`src/rtl/ultrasonic_ranger_mc_pkg.sv`:
```
// Shared FSM encodings and elaboration-time timing helpers for the multi-channel ranger.
package ultrasonic_ranger_mc_pkg;

  typedef logic [2:0] state_t;

  localparam state_t S_IDLE      = 3'd0;
  localparam state_t S_TRIG      = 3'd1;
  localparam state_t S_WAIT_RISE = 3'd2;
  localparam state_t S_MEASURE   = 3'd3;
  localparam state_t S_CONVERT   = 3'd4;
  localparam state_t S_RESULT    = 3'd5;
  localparam state_t S_HOLDOFF   = 3'd6;

  function automatic longint us2cyc(input longint clk_hz, input longint us);
    return clk_hz / 64'sd1_000_000 * us;
  endfunction

  // Q24 factor turning echo cycles into mm (half of 343 m/s round trip).
  function automatic longint dist_k(input longint clk_hz);
    return ((longint'(171500) << 24) + clk_hz / 2) / clk_hz;
  endfunction

endpackage

```
`src/rtl/ultrasonic_ranger_mc_if.sv`:
```
// Sensor pins, control and result stream of the ranger, bundled for the crossbar side.
interface ultrasonic_ranger_mc_if #(
  parameter int N_CH   = 4,
  parameter int DIST_W = 12
);
  localparam int CH_W = (N_CH > 1) ? $clog2(N_CH) : 1;

  logic              start;
  logic              continuous;
  logic [N_CH-1:0]   echo;
  logic [N_CH-1:0]   trig;
  logic              busy;
  logic              dist_valid;
  logic              dist_ready;
  logic [CH_W-1:0]   dist_ch;
  logic [DIST_W-1:0] distance;
  logic              timeout;

  modport master (
    output start, continuous, echo, dist_ready,
    input  trig, busy, dist_valid, dist_ch, distance, timeout
  );

  modport slave (
    input  start, continuous, echo, dist_ready,
    output trig, busy, dist_valid, dist_ch, distance, timeout
  );
endinterface

```
`src/rtl/ultrasonic_ranger_mc_echo_sync.sv`:
```
// Two-flop synchroniser for one echo pin plus single-cycle rise/fall pulses.
module ultrasonic_ranger_mc_echo_sync (
  input  logic clk,
  input  logic rst,
  input  logic echo,
  output logic rise,
  output logic fall
);
  // sh[1] is the synchronised level, sh[2] its previous value.
  logic [2:0] sh;

  always_ff @(posedge clk or negedge rst)
    if (!rst) sh <= '0;
    else      sh <= {sh[1:0], echo};

  assign rise =  sh[1] & ~sh[2];
  assign fall = ~sh[1] &  sh[2];
endmodule

```
`src/rtl/ultrasonic_ranger_mc.sv`:
```
// Round-robin ultrasonic ranger: trig, echo timing, mm conversion and a valid/ready result port.
module ultrasonic_ranger_mc
  import ultrasonic_ranger_mc_pkg::*;
#(
  parameter int CLK_HZ     = 100_000_000,
  parameter int N_CH       = 4,
  parameter int TRIG_US    = 10,
  parameter int TIMEOUT_US = 38000,
  parameter int HOLDOFF_US = 60000,
  parameter int DIST_W     = 12
) (
  input logic clk,
  input logic rst,
  ultrasonic_ranger_mc_if.slave io
);
  localparam int     CH_W     = (N_CH > 1) ? $clog2(N_CH) : 1;
  localparam longint TRIG_CYC = us2cyc(longint'(CLK_HZ), longint'(TRIG_US));
  localparam longint TO_CYC   = us2cyc(longint'(CLK_HZ), longint'(TIMEOUT_US));
  localparam longint HO_CYC   = us2cyc(longint'(CLK_HZ), longint'(HOLDOFF_US));
  localparam longint CNT_MAX  = (TO_CYC > HO_CYC) ? ((TO_CYC > TRIG_CYC) ? TO_CYC : TRIG_CYC)
                                                  : ((HO_CYC > TRIG_CYC) ? HO_CYC : TRIG_CYC);
  localparam int     CNT_W    = $clog2(CNT_MAX + 1);
  localparam longint K_VAL    = dist_k(longint'(CLK_HZ));
  localparam int     K_W      = $clog2(K_VAL + 1);
  localparam int     PW       = CNT_W + K_W + 1;
  localparam longint DIST_MAX = (longint'(1) << DIST_W) - 1;

  localparam logic [CNT_W-1:0] TRIG_LAST = CNT_W'(TRIG_CYC - 1);
  localparam logic [CNT_W-1:0] TO_LAST   = CNT_W'(TO_CYC - 1);
  localparam logic [CNT_W-1:0] HO_LAST   = CNT_W'(HO_CYC - 1);
  localparam logic [CH_W-1:0]  CH_LAST   = CH_W'(N_CH - 1);

  state_t             state;
  logic [CH_W-1:0]    ch;
  logic [CNT_W-1:0]   cnt;
  logic [N_CH-1:0]    trig_q;
  logic               busy_q, valid_q, to_q;
  logic [CH_W-1:0]    ch_q;
  logic [DIST_W-1:0]  dist_q;
  logic [N_CH-1:0]    rise_v, fall_v;
  logic               sel_rise, sel_fall;
  logic [PW-1:0]      prod, mm_w;
  logic [DIST_W-1:0]  mm_sat;

  genvar g;
  for (g = 0; g < N_CH; g++) begin : g_ch
    ultrasonic_ranger_mc_echo_sync u_sync (
      .clk  (clk),
      .rst  (rst),
      .echo (io.echo[g]),
      .rise (rise_v[g]),
      .fall (fall_v[g])
    );
  end

  // Only the channel currently being pinged can move the FSM.
  assign sel_rise = rise_v[ch];
  assign sel_fall = fall_v[ch];

  assign prod   = PW'(cnt) * PW'(K_VAL) + (PW'(1) << 23);
  assign mm_w   = prod >> 24;
  assign mm_sat = (mm_w > PW'(DIST_MAX)) ? '1 : mm_w[DIST_W-1:0];

  function automatic logic [N_CH-1:0] onehot(input logic [CH_W-1:0] i);
    return N_CH'(1) << i;
  endfunction

  always_ff @(posedge clk or negedge rst) begin
    if (!rst) begin
      state   <= S_IDLE;
      ch      <= '0;
      cnt     <= '0;
      trig_q  <= '0;
      busy_q  <= 1'b0;
      valid_q <= 1'b0;
      to_q    <= 1'b0;
      ch_q    <= '0;
      dist_q  <= '0;
    end else begin
      case (state)
        S_IDLE:
          if (io.start) begin
            state  <= S_TRIG;
            ch     <= '0;
            cnt    <= '0;
            busy_q <= 1'b1;
            trig_q <= onehot('0);
          end
        S_TRIG:
          if (cnt == TRIG_LAST) begin
            state  <= S_WAIT_RISE;
            cnt    <= '0;
            trig_q <= '0;
          end else cnt <= cnt + CNT_W'(1);
        S_WAIT_RISE:
          if (sel_rise) begin
            state <= S_MEASURE;
            cnt   <= '0;
          end else if (cnt == TO_LAST) begin
            state   <= S_RESULT;
            valid_q <= 1'b1;
            ch_q    <= ch;
            dist_q  <= '0;
            to_q    <= 1'b1;
          end else cnt <= cnt + CNT_W'(1);
        S_MEASURE:
          if (sel_fall) state <= S_CONVERT;
          else if (cnt == TO_LAST) begin
            state   <= S_RESULT;
            valid_q <= 1'b1;
            ch_q    <= ch;
            dist_q  <= '0;
            to_q    <= 1'b1;
          end else cnt <= cnt + CNT_W'(1);
        S_CONVERT: begin
          state   <= S_RESULT;
          valid_q <= 1'b1;
          ch_q    <= ch;
          dist_q  <= mm_sat;
          to_q    <= 1'b0;
        end
        S_RESULT:
          if (io.dist_ready) begin
            state   <= S_HOLDOFF;
            valid_q <= 1'b0;
            cnt     <= '0;
          end
        S_HOLDOFF:
          if (cnt == HO_LAST) begin
            cnt <= '0;
            if (ch != CH_LAST) begin
              ch     <= ch + CH_W'(1);
              state  <= S_TRIG;
              trig_q <= onehot(ch + CH_W'(1));
            end else if (io.continuous) begin
              ch     <= '0;
              state  <= S_TRIG;
              trig_q <= onehot('0);
            end else begin
              state  <= S_IDLE;
              busy_q <= 1'b0;
            end
          end else cnt <= cnt + CNT_W'(1);
        default: state <= S_IDLE;
      endcase
    end
  end

  assign io.trig       = trig_q;
  assign io.busy       = busy_q;
  assign io.dist_valid = valid_q;
  assign io.dist_ch    = ch_q;
  assign io.distance   = dist_q;
  assign io.timeout    = to_q;
endmodule

```
`src/flat_wrapper.sv`:
```
// flat-port wrapper written by rule: the top's interface ports become plain ports
module ultrasonic_ranger_mc_flat import ultrasonic_ranger_mc_pkg::*;
#(
  parameter int CLK_HZ     = 100_000_000,
  parameter int N_CH       = 4,
  parameter int TRIG_US    = 10,
  parameter int TIMEOUT_US = 38000,
  parameter int HOLDOFF_US = 60000,
  parameter int DIST_W     = 12
)
  (clk, rst, io_start, io_continuous, io_echo, io_dist_ready, io_trig, io_busy, io_dist_valid, io_dist_ch, io_distance, io_timeout);
  ultrasonic_ranger_mc_if #(.N_CH(N_CH), .DIST_W(DIST_W)) io_i ();
  input logic clk;
  input logic rst;
  input wire logic [$bits(io_i.start)-1:0] io_start;
  input wire logic [$bits(io_i.continuous)-1:0] io_continuous;
  input wire logic [$bits(io_i.echo)-1:0] io_echo;
  input wire logic [$bits(io_i.dist_ready)-1:0] io_dist_ready;
  output wire logic [$bits(io_i.trig)-1:0] io_trig;
  output wire logic [$bits(io_i.busy)-1:0] io_busy;
  output wire logic [$bits(io_i.dist_valid)-1:0] io_dist_valid;
  output wire logic [$bits(io_i.dist_ch)-1:0] io_dist_ch;
  output wire logic [$bits(io_i.distance)-1:0] io_distance;
  output wire logic [$bits(io_i.timeout)-1:0] io_timeout;
  assign io_i.start = io_start;
  assign io_i.continuous = io_continuous;
  assign io_i.echo = io_echo;
  assign io_i.dist_ready = io_dist_ready;
  assign io_trig = io_i.trig;
  assign io_busy = io_i.busy;
  assign io_dist_valid = io_i.dist_valid;
  assign io_dist_ch = io_i.dist_ch;
  assign io_distance = io_i.distance;
  assign io_timeout = io_i.timeout;
  ultrasonic_ranger_mc #(.CLK_HZ(CLK_HZ), .N_CH(N_CH), .TRIG_US(TRIG_US), .TIMEOUT_US(TIMEOUT_US), .HOLDOFF_US(HOLDOFF_US), .DIST_W(DIST_W)) u_core (.clk(clk), .rst(rst), .io(io_i));
endmodule
```
`config.mk`:
```
export PLATFORM = sky130hd
export DESIGN_NAME = ultrasonic_ranger_mc_flat
export DESIGN_NICKNAME = d
export VERILOG_FILES = /design/src/rtl/ultrasonic_ranger_mc_pkg.sv /design/src/rtl/ultrasonic_ranger_mc_if.sv /design/src/rtl/ultrasonic_ranger_mc_echo_sync.sv /design/src/rtl/ultrasonic_ranger_mc.sv /design/src/flat_wrapper.sv
export SDC_FILE = /design/constraint.sdc
export NUM_CORES = 1
export LEC_CHECK = 0
export BUFFER_PORTS_ARGS = -buffer_cell sky130_fd_sc_hd__buf_2
export CAP_MARGIN = 30
export CELL_PAD_IN_SITES_DETAIL_PLACEMENT = 1
export CELL_PAD_IN_SITES_GLOBAL_PLACEMENT = 2
export CORE_MARGIN = 2
export CORE_UTILIZATION = 38
export DETAILED_ROUTE_END_ITERATION = 16
export GPL_TIMING_DRIVEN = 0
export PLACE_DENSITY_LB_ADDON = 0.1
export SYNTH_ARGS = -nofsm -noshare
export SYNTH_HDL_FRONTEND = slang
export SYNTH_SLANG_ARGS = --single-unit
```
`constraint.sdc`:
```
create_clock -name clk -period 5.2 [get_ports clk]
set_input_delay 0.52 -clock clk [delete_from_list [all_inputs] [get_ports clk]]
set_output_delay 0.52 -clock clk [all_outputs]
set_load 0.01 [all_outputs]
```
### Word-level counts from Yosys, hierarchy flattened

Index checks and enable logic that the tools add are counted.

* register bits: 61
* bits of input ports: 9
* output and inout bits: 21
* word-level logic and storage cells: 124

* $add $sub $neg: 3
* $mul: 1
* $lt $le $gt $ge: 2
* equal/unequal tests: 19
* shift operators: 1
* mux-type cells: 56
* bitwise gates (word level): 16
* reduce and logical (&&, ||, !) cells: 13

Operator list (count)
* $mux 23: 7
* $pmux 23 s6: 1
* $mux 12: 4
* $add 38x24->39 const B: 1
* $mul 23x15->38 const B: 1
* $pmux 12 s3: 1
* $mux 3: 8
* $add 23x1->23 const B: 1
* $eq 23x10->1 const B: 1
* $eq 23x22->1 const B: 1
* $eq 23x23->1 const B: 1
* $pmux 3 s7: 1
* $mux 4: 5
* $reduce_and 4->1: 4
* $gt 15x12->1 const B: 1
* $mux 1: 14
* $mux 2: 7
* $ne 2x2->1 const B: 7
* $pmux 4 s3: 1
* $reduce_and 5->1: 2
* $eq 3x3->1 const B: 3
* $and 1x1->1: 8
* $not 1->1: 8
* $eq 3x2->1 const B: 2
* 18 further kinds: 21

### Longest topological paths before layout

Gate-level depths: netlist (run 1).

* depth in word-level cells: 6
* mapped depth: 22
* depth with buffers taken out: 21

### By module

Synthesis (run 1) repeated with hierarchy kept, for this count alone.

* cell total of the unflattened synthesis: 1025
* area total of the unflattened synthesis: 9530.4 um^2

By module, submodules not included
* ultrasonic_ranger_mc: times used 1, cells an instance 1005, area each 9170.0 um^2, seq. area each 1226.2 um^2
* ultrasonic_ranger_mc_echo_sync: times used 4, cells an instance 5, area each 90.1 um^2, seq. area each 75.1 um^2

### Worst setup path after synthesis (run 1)

Ideal clock, no wire load.

* path type: reg-to-reg
* start: register u_core.cnt[2]
* end: register u_core.dist_q[0] (netlist: u_core.io.distance[0])
* library setup time: 0.139 ns
* arrival time: 5.613 ns
* required time: 5.061 ns
* setup slack: -0.552 ns
* stages on the path, launching flop included: 20
* path buffers: 0
* clock period less this slack: 5.752 ns
* path through: dfrtp_1 -> inv_1 -> fa_1 -> inv_1 -> ha_1 -> fa_1 -> inv_1 -> fa_1 -> fa_1 -> fa_1 -> inv_1 -> ha_1 -> and4_1 -> and3_1 -> a211o_1 -> a32o_1 -> nor4_2 -> a2111oi_4 -> nor3_4 -> a31oi_1

* longest elaborated chain between the ends: 5
* elaborated cells between the ends (all ways): 9
* those cells by class: add/sub: 1; mul: 1; order compare: 1; eq/ne: 1; mux: 5

RTL lines
* start: declaration: line ultrasonic_ranger_mc.sv:35 `logic [CNT_W-1:0] cnt;`
* start signal: assignment: line ultrasonic_ranger_mc.sv:94 `end else cnt <= cnt + CNT_W'(1);`
* start signal: assignment: line ultrasonic_ranger_mc.sv:105 `end else cnt <= cnt + CNT_W'(1);`
* start signal: assignment: line ultrasonic_ranger_mc.sv:114 `end else cnt <= cnt + CNT_W'(1);`
* $mul 23x15->38: line ultrasonic_ranger_mc.sv:60 `assign prod = PW'(cnt) * PW'(K_VAL) + (PW'(1) << 23);`
* $add 38x24->39: line ultrasonic_ranger_mc.sv:60
* $gt 15x12->1: line ultrasonic_ranger_mc.sv:62 `assign mm_sat = (mm_w > PW'(DIST_MAX)) ? '1 : mm_w[DIST_W-1:0];`
* $mux 12: line ultrasonic_ranger_mc.sv:62
* $pmux 12 s3 (*): line ultrasonic_ranger_mc.sv:80 `case (state)`
* end signal: assignment: line ultrasonic_ranger_mc.sv:119 `dist_q <= mm_sat;`
* end: declaration: line ultrasonic_ranger_mc.sv:39 `logic [DIST_W-1:0] dist_q;`

Mark *: on every way between the ends. The rest lies on a longest branch, timed or not. The select of a mux whose other input is x is not followed.
A chain may end at the register's enable or synchronous reset.

### Final worst setup path (run 1)

* start: register u_core.cnt[10]
* end: register u_core.dist_q[11] (netlist: u_core.io.distance[11])

The elaborated chain is that of the path after synthesis.

==> results of run 1 <==
metal layers:
layer	global-route usage, %	vias to the layer above	part of all wire, %
met4	4.743	0	1.5
met5	0	-	0
met1	31.00	3936	49
met2	35.87	93	47
li1	-	3776	-
met3	2.310	24	2.6
cell type report:
type / instances / area [µm²]
multi-input combinational: 765 / 7990
buffer: 24 / 186.4
sequential: 61 / 1572
clock inverter: 7 / 98.84
timing repair buffer: 84 / 591.8
clock buffer: 9 / 225.2
tap: 330 / 412.9
inverter: 189 / 737.0
fill: 2897 / 13440
path summary, 6_finish.rpt:
path,depth (start not counted),start,slack [ns],endpoint
setup / recovery,22,u_core.cnt[10],-0.44,u_core.io.distance[11]
hold / removal,1,rst,0.24,u_core.io.distance[10]
setup reg to reg,22,u_core.cnt[10],-0.44,u_core.io.distance[11]
hold reg to reg,0,u_core.g_ch[1].u_sync.sh[0],0.34,u_core.g_ch[1].u_sync.sh[1]
max in group asynchronous,1,rst,4.24,u_core.cnt[17]
min in group clk,1,io_echo[3],0.27,u_core.g_ch[3].u_sync.sh[0]
placed cells by master (no fill, tap or decap), types with 6 or more instances in the layout:
master       n
ha_1       208
xnor2_1     10
buf_6       15
inv_2       18
o21ai_0     44
inv_1      163
a21oi_1     59
buf_2       31
nor3_1       6
and2_1       8
nand4_1     14
clkbuf_16    9
fa_1        83
dfrtp_1     41
fa_2         6
dfrtp_2     12
a31oi_1     28
dfrtp_4      8
nand3_1     26
clkbuf_1     8
a211oi_1     6
nand2_1     73
buf_4       52
nor2_1      23
ha_4        23
and3_1      11
sequential cells by signal, summed over array words and instances (netlist names):
name and count:
u_core.cnt 23, u_core.g_ch.u_sync.sh 12, u_core.io.distance 12, u_core.io.trig 4
u_core.state 3, u_core.ch 2, u_core.io.dist_ch 2, u_core.io.busy 1
u_core.io.dist_valid 1, u_core.io.timeout 1
power groups by stage:
stage               clock, µW  combinational, µW  sequential [µW]
floorplan                   0                750              658
global placement            0               1100              654
detailed placement          0               1110              658
CTS                       709               1180              630
global route              724               1380              642
finish                    695               1210              630
metrics by stage:
step                      util [%]  setup slack [ns]
final                        46.78           -0.4351
after detailed placement     42.00           -0.8168
after global routing         46.78           -0.6250
after floorplan                  -           -0.1370
after CTS                    45.30           -0.4560
after global placement       41.99           -0.7834
logic make-up after synthesis:
group           Yosys count  synth area share, %
xor+xnor                 13                1.161
flops                    61                15.56
mux                       2               0.2041
simple gates            207                11.36
buf+inv                 213                9.031
compound gates          223                15.05
fa+ha+maj               320                47.63
what timing repair did:
| item | CTS | global route |
|---|---|---|
| setup buffers | 37 | 18 |
| endpoints found under the setup margin | 12 | 12 |
| pin swaps | 42 | 53 |
| hold buffers | 0 | 0 |
| gates resized for setup | 54 | 44 |
worst max-delay path, stage by stage, from the launching register on:
cell and delay [ns]:
dfrtp_4 0.49, inv_4 0.05, fa_1 0.55, inv_2 0.05, ha_4 0.21, fa_1 0.49
inv_1 0.05, fa_2 0.54, fa_2 0.43, fa_1 0.49, inv_1 0.07, ha_4 0.27
buf_6 0.10, buf_4 0.16, nand3_1 0.10, o31ai_2 0.22, a31oi_2 0.09, a211oi_2 0.29
mux2i_2 0.30, nor2_4 0.09, buf_4 0.15, o41ai_4 0.21, o21ai_1 0.10
==> results.md, run 1 <==
- First-pass GRT wire length: 45.12 mm
- Peak VDD IR: ~0.14 mV
- Psw: 1106 µW
- Worst setup EP type: register
- Largest net degree at the start of global routing: 62
- Htree depth: 3
- Die height: 164.7 µm
- Yosys top cell by area: ha_1
- Die X-Extent: 164.7 µm
- Clock Power Share: 27.4%
- Share of cells above drive strength 1: a little under a quarter
- Cell Area, Synth: 0.009809 mm²
- Total GRT Usage: approximately 22%
- Fmax: 177.5 MHz
- CTS tree: yes
- Final Hold Vio Count: 0
- Via density: 5.329
- Worst-margin pin slew: 0.8711 ns
- Fin crit share: 108.4%
- Int Pwr: between 1000 and 1500 µW
- Clock Pin Slew Worst Setup and Hold Paths: approximately 0.070 ns
- Worst Path Class, Setup: register to register
- Pre-antenna DRT Iters: 4
- Yosys warns: 0
- I/O Pins: 30
- GRT overflow: 0
- GP Congestion: just over 0.8
- Initial detailed-routing violation count: about 400
- EDFF count, synth: 0
- DR WL/cell: 19.41 µm
- CP required: 5.42 ns
- Worst Hold Slack: 0.2393 ns
- Post-Syn Nets: about 1400
- Most frequent cells after synthesis: ha_1 (231), inv_1 (186), fa_1 (89)
- CP arrival: 5.85 ns
- Hold Crit Class: input port to async pin
- Final nets: 1463
- Fin crit period: approximately 5.6 ns
- Count of different cell masters after synthesis: 79
- Final setup viols: 12
- Syn_area_per_cell: roughly 9.4 µm²
- Critical path peak fanout: 6
- Placed cell areas: ~0.011 mm²
- Sequential area share after synthesis: 15.56%
- Non-Filler Instances: roughly 1500
- Hpwl dp: 21.45 mm
- Root Driver: clkbuf_16
- Cell Rows: 58
- Max_slew headroom: 41.48%
- Post-route design area: 0.01181 mm²
- Core Footprint: 0.02525 mm²
- Remaining DRCs: 0
- Number of global-route vias before repair: 8126
- CP Launch Type: register
- Leakage: 0.006006 µW
- RSZ-0062 raised after global routing: yes
- Skew-Pair Late Insertion Delay: 0.35 ns
- Clock buffer count from CTS: 9
- Sw Ratio: a little over two fifths
- Post-Synthesis Cells: 1039
- Port bufs: 29
- Post-synthesis register bit count: just over 60
- Ys flop type: dfrtp_1
- TNS Setup: -4.935 ns
- Antenna violations before repair: 0
- Failing checks: setup timing
- Dpl cells: about 1400
- Top post-synthesis cells by area: ha_1 (29%), fa_1 (18%), dfrtp_1 (16%), inv_1 (7.1%), a21oi_1 (3.4%)
- Final Max Tran Viols: 0
- Sequential fraction of design power: between 20% and 30%
- Power Total: 2537 µW
- Slack of the critical path: -0.4351 ns
- Comb pwr share: 47.8%
- Syn-to-layout area delta: 20.43%
- Clock sink total: 61
- Die area: 0.02712 mm²
- Post-route ant nets: 0
- Cell with the most instances after synthesis: ha_1
- Initial Utilization: 38.84%
- Fraction of registers with async set/reset: 100.0%
- Max cap viols: 0
- Top-area cell type share of the netlist area: 29.46%
- Via Count: about 7800
- DRT Wirelength: 28.51 mm
- Status: complete, but fails checks
- Power per cell area: 214.8 mW/mm²
- Clock Tree Buf Depth: 2
- Antenna Cells: 0
- Worst clock skew: between 0.015 and 0.02 ns
(Power assumes the default switching activity.)
==> run 2: changes to the inputs <==
--- a/config.mk
+++ b/config.mk
@@ -5,15 +5,17 @@
 export SDC_FILE = /design/constraint.sdc
 export NUM_CORES = 1
 export LEC_CHECK = 0
-export BUFFER_PORTS_ARGS = -buffer_cell sky130_fd_sc_hd__buf_2
 export CAP_MARGIN = 30
 export CELL_PAD_IN_SITES_DETAIL_PLACEMENT = 1
 export CELL_PAD_IN_SITES_GLOBAL_PLACEMENT = 2
 export CORE_MARGIN = 2
-export CORE_UTILIZATION = 38
+export CORE_UTILIZATION = 39
 export DETAILED_ROUTE_END_ITERATION = 16
+export DONT_BUFFER_PORTS = 1
 export GPL_TIMING_DRIVEN = 0
+export HOLD_SLACK_MARGIN = 0.08
 export PLACE_DENSITY_LB_ADDON = 0.1
 export SYNTH_ARGS = -nofsm -noshare
 export SYNTH_HDL_FRONTEND = slang
 export SYNTH_SLANG_ARGS = --single-unit
+export TNS_END_PERCENT = 50
==> results.md, run 2 (synthesized netlist as in run 1, its figures left out) <==
- Final setup viols: 12
- Max cap viols: 0
- Largest net degree at the start of global routing: 62
- Comb pwr share: 48.9%
- Max_slew headroom: 40.76%
- Int Pwr: about 1300 µW
- Remaining DRCs: 0
- Clock buffer count from CTS: 9
- CP Launch Type: register
- Status: complete, but fails checks
- Clock sink total: 61
- GRT overflow: 0
- GP Congestion: 0.8101
- Pre-antenna DRT Iters: 4
- Slack of the critical path: -0.4015 ns
- Met2 usage: 35.49%
- Clock Pin Slew Worst Setup and Hold Paths: 0.07 ns
- RSZ-0062 raised after global routing: yes
- DR WL/cell: 19.65 µm
- Power per cell area: 216.5 mW/mm²
- GR Util met3: 2.801%
- Clock Tree Buf Depth: 2
- Die height: between 150 and 200 µm
- GR peak layer: met2
- Cell Rows: 58
- Fin crit period: between 5 and 6 ns
- CP required: 5.43 ns
- I/O Pins: 30
- Most frequent cells in the layout: ha_1 (211), inv_1 (165), fa_1 (84), nand2_1 (73), a21oi_1 (57)
- Leakage: approximately 0.0058 µW
- Hold Crit Class: input port to register
- Fmax: 178.5 MHz
- Initial detailed-routing violation count: 326
- Syn-to-layout area delta: 17.36%
- Core Footprint: ~0.025 mm²
- DRT Wirelength: around 28 mm
- Reg with most FFs: u_core.cnt
- CP arrival: 5.83 ns
- Antenna Cells: 0
- Psw: 1147 µW
- FILL cells: just under 3000
- Share of cells above drive strength 1: 19.57%
- Peak VDD IR: 0.1611 mV
- Failing checks: setup timing
- CTS tree: yes
- Die area: 0.02644 mm²
- Critical path peak fanout: 5
- Fin crit share: 107.7%
- Final Max Tran Viols: 0
- First-pass GRT wire length: between 40 and 50 mm
- Skew-Pair Late Insertion Delay: 0.35 ns
- Htree depth: 3
- Pre-CTS setup slack: -0.8177 ns
- Number of global-route vias before repair: ~8000
- Hpwl dp: 21.43 mm
- Initial Utilization: 39.29%
- Commonest non-fill, non-tap cell in the layout: ha_1
- Worst Path Class, Setup: register to register
- Root Driver: clkbuf_16
- Worst setup EP type: register
- Die X-Extent: 162.6 µm
- M1 GR Usage: 31.47%
- Clock Power Share: 24.5%
- Final Hold Vio Count: 0
- Worst clock skew: 0.01242 ns
- Final Util: 46.12%
- Max reg flops: 23
- Worst-margin pin slew: ~0.9 ns
- Antenna violations before repair: 0
- Final nets: ~1400
- Via Count: about 7700
- Port bufs: 0
- Sw Ratio: 46.04%
- Post-route ant nets: 0
- Via density: 5.337
- Total GRT Usage: 22.03%
- Sequential fraction of design power: a little over a quarter
[run 2: per-layer routing]
layer | vias to the layer above | wire (µm)
met2 | 87 | 12980
met5 | - | 0
met3 | 29 | 777
met1 | 3832 | 13830
met4 | 0 | 588
li1 | 3705 | -
[run 2: worst paths after layout]
kind	startpoint	end	slack [ns]	depth (start not counted)
hold / removal	io_echo[3]	u_core.g_ch[3].u_sync.sh[0]	0.19	0
setup reg to reg	u_core.cnt[1]	u_core.io.distance[11]	-0.40	20
max in group asynchronous	rst	u_core.cnt[6]	4.17	2
setup / recovery	u_core.cnt[1]	u_core.io.distance[11]	-0.40	20
hold reg to reg	u_core.g_ch[1].u_sync.sh[0]	u_core.g_ch[1].u_sync.sh[1]	0.36	0
min in group asynchronous	rst	u_core.io.distance[8]	0.68	2
[run 2: final cells by class]
cell class                      instances  area (µm²)  share of cell area [%]
Buffer                                 23       175.2                   1.522
Inverter                              189       729.5                   6.336
Timing Repair Buffer                   50       424.2                   3.684
Clock inverter                          7       55.05                  0.4782
Clock buffer                            9       225.2                   1.956
Sequential cell                        61        1564                   13.59
Tap cell                              330       412.9                   3.587
Multi-Input combinational cell        765        7926                   68.85
[run 2: what timing repair did]
| item | in CTS | in global routing |
|---|---|---|
| hold buffers | 2 | 0 |
| hold endpoints to repair | 61 | 0 |
| pin swaps | 38 | 32 |
| gates resized for setup | 55 | 33 |
| setup buffers | 36 | 12 |
| setup endpoints to repair | 12 | 12 |
[run 2: power by group through the flow]
stage	logic [µW]	registers, µW	clock network (µW)
floorplan	750	658	0
global placement	1000	697	0
detailed placement	1020	699	0
CTS	1110	671	630
global route	1360	673	642
finish	1220	662	612
[run 2: per-stage QoR]
| stage | cell area [µm²] | hold WS, ns | std cells | total power, µW | setup TNS, ns |
|---|---|---|---|---|---|
| after floorplan | 10050 | 0.2244 | 1039 | 1408 | -1.562 |
| after global placement | 10460 | 0.2258 | 1369 | 1698 | -9.822 |
| after detailed placement | 10460 | 0.2259 | 1369 | 1716 | -9.558 |
| after CTS | 11290 | 0.1758 | 1423 | 2410 | -4.688 |
| after global routing | 11510 | 0.1761 | 1434 | 2673 | -6.578 |
| final | 11510 | 0.1919 | 1434 | 2492 | -4.373 |
[run 2: critical path, stage by stage (launching register included)]
cell and delay (ns):
dfrtp_2 0.39, inv_2 0.05, fa_1 0.54, inv_2 0.05, ha_4 0.26, inv_2 0.04, fa_1 0.54, fa_1 0.46
fa_1 0.46, fa_1 0.53, inv_1 0.07, ha_4 0.26, and4_4 0.16, and3_1 0.17, a211o_1 0.30, a32o_2 0.26
nor4_4 0.25, a2111oi_4 0.06, buf_4 0.19, o41ai_4 0.35, o21ai_1 0.10
